**src/rtl/fetch_queue_pkg.sv**
```systemverilog
// fetch_queue_pkg: shared types for the fetch queue and the decode stage.
//   u1/u32/u64    : basic unsigned scalar/vector types
//   fetch_entry_t : one queued instruction (pc + raw instruction word)
//   FQ_LANES      : instructions fetch can push per cycle
//   instrPc()     : PC of lane l within a fetch group
package fetch_queue_pkg;

    typedef logic        u1;
    typedef logic [31:0] u32;
    typedef logic [63:0] u64;

    typedef struct packed {
        u64 pc;
        u32 rawInstr;
    } fetch_entry_t;

    localparam int FQ_LANES = 2;

    // Instructions are 4 bytes, so lane l of a fetch group sits at pc + 4*l.
    function automatic u64 instrPc(input u64 basePc, input int lane);
        return basePc + 64'(lane) * 64'd4;
    endfunction

endpackage

```
**src/rtl/fetch_queue.sv**
```systemverilog
// fetch_queue: dual-issue circular instruction queue between fetch and decode.
//   clk, reset          : clock, synchronous active-high reset
//   flush               : redirect, drops all entries (and any same-cycle push)
//   in_valid/in_two     : fetch push strobe; in_two marks the high instr valid
//   in_pc/in_instr      : low PC and the two raw instructions (low in [31:0])
//   in_ready            : room for a full pair, derived from registered count
//   out_valid0/1        : slot 0/1 hold the oldest/second-oldest entries
//   out_pc0/1, out_instr0/1 : slot contents, read combinationally from storage
//   deq_num             : entries decode consumes this cycle (clamped to count)
//   count               : current occupancy
module fetch_queue
    import fetch_queue_pkg::*;
#(
    parameter int DEPTH = 8
) (
    input  logic                     clk,
    input  logic                     reset,
    input  logic                     flush,
    input  logic                     in_valid,
    input  logic                     in_two,
    input  logic [63:0]              in_pc,
    input  logic [63:0]              in_instr,
    output logic                     in_ready,
    output logic                     out_valid0,
    output logic                     out_valid1,
    output logic [63:0]              out_pc0,
    output logic [63:0]              out_pc1,
    output logic [31:0]              out_instr0,
    output logic [31:0]              out_instr1,
    input  logic [1:0]               deq_num,
    output logic [$clog2(DEPTH):0]   count
);

    localparam int PW = $clog2(DEPTH);
    localparam int CW = PW + 1;

    // ------------------------------------------------------------------
    // State
    // ------------------------------------------------------------------
    fetch_entry_t         mem [DEPTH];
    logic [PW-1:0]        head;
    logic [PW-1:0]        tail;
    logic [CW-1:0]        cnt;

    // ------------------------------------------------------------------
    // Push side
    // ------------------------------------------------------------------
    logic                 pushFire;
    logic [1:0]           pushNum;
    logic [FQ_LANES-1:0]  wrEn;
    logic [PW-1:0]        wrIdx   [FQ_LANES];
    fetch_entry_t         wrEntry [FQ_LANES];

    // Ready only looks at the registered count so it never forms a
    // combinational path from decode's deq_num back to fetch.
    assign in_ready = (cnt <= CW'(DEPTH - 2));
    assign pushFire = in_valid && in_ready && !flush;
    assign pushNum  = pushFire ? (in_two ? 2'd2 : 2'd1) : 2'd0;

    for (genvar l = 0; l < FQ_LANES; l++) begin : gWrLane
        // Pointer arithmetic wraps for free since DEPTH is a power of two.
        assign wrIdx[l]            = tail + PW'(l);
        assign wrEntry[l].pc       = instrPc(in_pc, l);
        assign wrEntry[l].rawInstr = in_instr[32*l +: 32];
        assign wrEn[l]             = pushFire && (l == 0 || in_two);
    end

    // Storage has no reset: stale entries are unreachable once the pointers
    // and count are cleared.
    always_ff @(posedge clk) begin
        for (int l = 0; l < FQ_LANES; l++) begin
            if (wrEn[l] && !reset) begin
                mem[wrIdx[l]] <= wrEntry[l];
            end
        end
    end

    // ------------------------------------------------------------------
    // Pop side
    // ------------------------------------------------------------------
    logic [1:0] deqEff;
    logic [1:0] popNum;

    always_comb begin
        deqEff = (deq_num == 2'd3) ? 2'd2 : deq_num;
        popNum = deqEff;
        // deqEff <= 2, so whenever it exceeds cnt the low bits of cnt are exact.
        if (CW'(deqEff) > cnt) begin
            popNum = cnt[1:0];
        end
    end

    // ------------------------------------------------------------------
    // Pointer / occupancy update
    // ------------------------------------------------------------------
    always_ff @(posedge clk) begin
        if (reset || flush) begin
            head <= '0;
            tail <= '0;
            cnt  <= '0;
        end else begin
            head <= head + PW'(popNum);
            tail <= tail + PW'(pushNum);
            cnt  <= cnt + CW'(pushNum) - CW'(popNum);
        end
    end

    // ------------------------------------------------------------------
    // Slot outputs
    // ------------------------------------------------------------------
    logic [PW-1:0] rdIdx1;
    fetch_entry_t  slot0;
    fetch_entry_t  slot1;

    assign rdIdx1     = head + PW'(1);
    assign slot0      = mem[head];
    assign slot1      = mem[rdIdx1];

    assign out_valid0 = (cnt >= CW'(1));
    assign out_valid1 = (cnt >= CW'(2));
    assign out_pc0    = slot0.pc;
    assign out_instr0 = slot0.rawInstr;
    assign out_pc1    = slot1.pc;
    assign out_instr1 = slot1.rawInstr;
    assign count      = cnt;

    // ------------------------------------------------------------------
    // Protocol checks
    // ------------------------------------------------------------------
`ifndef SYNTHESIS
    aDeqLegal: assert property (@(posedge clk) disable iff (reset) deq_num != 2'd3)
        else $error("fetch_queue: deq_num=3 is illegal");
    aDeqInRange: assert property (@(posedge clk) disable iff (reset) CW'(deq_num) <= cnt)
        else $error("fetch_queue: deq_num exceeds occupancy");
`endif

endmodule
```
**config.mk**
```make
export PLATFORM = sky130hd
export DESIGN_NAME = fetch_queue
export DESIGN_NICKNAME = d
export VERILOG_FILES = /design/src/rtl/fetch_queue_pkg.sv /design/src/rtl/fetch_queue.sv
export SDC_FILE = /design/constraint.sdc
export NUM_CORES = 2
export LEC_CHECK = 0
export CORE_UTILIZATION = 55
export DETAILED_ROUTE_END_ITERATION = 6
export PLACE_DENSITY_LB_ADDON = 0.1
export SETUP_SLACK_MARGIN = 0.4
export SYNTH_ARGS = -nofsm -noshare
export SYNTH_HDL_FRONTEND = slang
export SYNTH_SLANG_ARGS = --single-unit
```
**constraint.sdc**
```tcl
create_clock -name clk -period 29.9 [get_ports clk]
set_clock_uncertainty 0.1 [all_clocks]
set_input_delay 2.99 -clock clk [delete_from_list [all_inputs] [get_ports clk]]
set_output_delay 2.99 -clock clk [all_outputs]
set_load 0.005 [all_outputs]
```
==> results_dict.tcl <==
set metrics [dict create \
    dominant_delay_contributor_by_cell_family_on_the_critical_path "buffers and inverters" \
    placement_rows 106 \
    first_iter_violations 4168 \
    synth.yosys.seq_area_share 0.495 \
    worstPathArrival_ns 4.61 \
    finalHoldViolations 0 \
    synthFlopType "sky130_fd_sc_hd__edfxtp_1" \
    post_drt_via_cell_ratio 6.40 \
    yosysWarnings 0 \
    clockRootBuffer "sky130_fd_sc_hd__clkbuf_16" \
    cts.htree.levels 3 \
    hold_depth 2 \
    fin_hold_ws_ns 0.622 \
    cts_buffers 87 \
    cp_slowest_stage_delay_ns 0.90 \
    layout-drive-gt1-share 0.206 \
    routed_wirelength_um 149000 \
    estimated_wirelength_of_the_detail_placed_design_um 86300 \
    synth.distinct_cells 51 \
    insertion_delay_ns 0.66 \
    async_reset_ff_frac 0 \
    setup_viol 0 \
    dr.pass1.iters 6 \
    design.portCount 334 \
    gr-usage-all-layers 0.344 \
    status "completed" \
    max-clock-path-buffers 3 \
    post_cts_hold_buffer_count 0 \
    worst_setup_path_end_kind "primary output" \
    place_congestion 0.941 \
    critical-path-slowest-cell "sky130_fd_sc_hd__dfxtp_4" \
    final_max_slew_viol_count 0 \
    die_area_um2 86600 \
    die-height_um 294 \
    path_cells "ha_4 > buf_12 > mux4_2 > mux2_2 > clkdlybuf4s50_1" \
    drcViolationCount 0 \
    critical_path_cell_count 5 \
    grt_setup_unrepaired "false" \
    pwr_density_cell_nw_per_um2 56.1 \
    synth.cell_area_um2 47000 \
    drt_antenna_net_count 0 \
    timing_worst_slew_pin_value_ns 1.28 \
    chipWidth_um 294 \
    synth_enable_flop_cells 768 \
    type_of_the_tightest_min_delay_check "reg -> reg" \
    ys_ff_latch 778 \
    required_ns 26.81 \
    globalRoute.totalOverflow 0 \
    critPathBufInv 2 \
    final_common_cell "sky130_fd_sc_hd__nand2_1" \
    flow.area_growth_from_synthesis_pct 14.1 \
    clk_pin_slew_ns 0.06 \
    commonest_cells_after_routing_fill_and_taps_aside "sky130_fd_sc_hd__nand2_1 (995), sky130_fd_sc_hd__edfxtp_1 (768), sky130_fd_sc_hd__mux4_2 (384)" \
    cts_resized 0 \
    clock.fmax_mhz 130 \
    wire_length_per_cell_um 29.0 \
    grt_first_pass_wirelength_um 215000 \
    fill_cells 6428 \
    fin_crit_sh 0.257 \
    static_power_due_to_leakage_nw 17.8 \
    nets 4072 \
    grt_start_max_net_pins 139 \
    num_vias 32900 \
    initial_utilization 0.559 \
    timing.setup.tns_ns 0 \
    antenna_found_initial 26 \
    vias_in_the_first_global_route 32500 \
    number_of_cells_on_the_worst_reg_to_reg_path 7 \
    syn_inst 3807 \
    crit_path_start_kind "flop" \
    tritoncts_clock_tree "built" \
    critical_path_class "reg -> out" \
    max-slew-margin-rel 0.137 \
    avgSynthCellArea_um2 12.3 \
    finalCriticalPeriod_ns 7.70 \
    path_max_fanout 138 \
    port-buffer-count 333 \
    cts_sinks 778 \
    synth.net_count 3960 \
    max_cap_viol_count 0 \
    postCtsSetupRepairBufs 0 \
    coreArea_um2 84100 \
    worst_ir_drop_vdd_v 0.0000399 \
]
-- logic make-up after synthesis --
logic type | synth area share
AO/OA/AOI/OAI | 0.00186
XOR/XNOR | 0.0920
adder cells (fa/ha/maj) | 0.00543
buffers and inverters | 0.0373
flip-flops | 0.495
multiplexers | 0.230
AND/OR/NAND/NOR | 0.138
-- cell type report --
| type | instances | area [µm²] | share of cell area |
|---|---|---|---|
| flip-flops and latches | 778 | 23300 | 0.434 |
| diodes | 23 | 57.6 | 0.00107 |
| well taps | 1134 | 1420 | 0.0264 |
| repair buffers | 396 | 3830 | 0.0714 |
| clock buffers | 106 | 2270 | 0.0423 |
| multi-input cells | 2636 | 22200 | 0.414 |
| clock inverters | 53 | 520 | 0.00970 |
| inverters | 20 | 75.1 | 0.00140 |
-- layer usage --
metal	part of all wire	wire [µm]	GRT usage
met5	0.00026	38	0
met1	0.37	55300	0.463
met3	0.11	16300	0.0600
met2	0.48	71100	0.547
met4	0.042	6290	0.159
-- final timing paths --
check / slack [ns] / to / from
worst max-delay path: 22.20 / out_pc1[51] / head[1]$_SDFF_PP0_
worst min-delay path: 0.62 / tail[2]$_SDFF_PP0_ / tail[2]$_SDFF_PP0_
worst max register to register: 25.06 / mem[0][67]$_DFFE_PP_ / tail[1]$_SDFF_PP0_
worst min register to register: 0.62 / tail[2]$_SDFF_PP0_ / tail[2]$_SDFF_PP0_
-- cells in the mapped netlist (all sizes together) (14+ instances only) --
| library cell | number | share of area |
|---|---|---|
| clkbuf | 219 | 0.017 |
| mux2 | 192 | 0.046 |
| nand3 | 35 | 0.0038 |
| xor2 | 289 | 0.054 |
| inv | 20 | 0.0016 |
| nor4 | 51 | 0.0080 |
| mux4 | 384 | 0.18 |
| ha | 14 | 0.0037 |
| nor3 | 113 | 0.012 |
| nand2 | 999 | 0.080 |
| xnor2 | 205 | 0.038 |
| nand4 | 48 | 0.0068 |
| buf | 154 | 0.018 |
| edfxtp | 768 | 0.49 |
| and3 | 16 | 0.0021 |
| nor2 | 226 | 0.019 |
-- tightest hold or removal path, cell delays in order, from the launching register on --
cell	delay [ns]
sky130_fd_sc_hd__dfxtp_1	0.44
sky130_fd_sc_hd__xnor2_1	0.21
sky130_fd_sc_hd__nor2_1	0.04
-- power breakdown --
group          total (mW)  internal, mW  switching, mW
Combinational       0.701         0.380          0.321
Clock                1.08         0.619          0.458
Sequential           1.24          1.22         0.0184
-- flip-flops by register name, indices dropped and copies added (netlist names) --
register / cells
count: 4
head: 3
mem: 768
tail: 3
-- per-stage QoR --
stage | setup WS [ns] | utilization | std cells | instance area (µm²) | power [mW]
floorplan | 18.48 | - | 3807 | 47000 | 1.68
global placement | 22.58 | 0.604 | 4964 | 50800 | 1.95
detailed placement | 22.61 | 0.604 | 4964 | 50800 | 1.96
CTS | 22.08 | 0.637 | 5123 | 53600 | 3.02
global route | 21.93 | 0.638 | 5146 | 53700 | 3.10
finish | 22.20 | 0.638 | 5146 | 53700 | 3.01
Note: power is estimated with default switching activity, not from simulation.
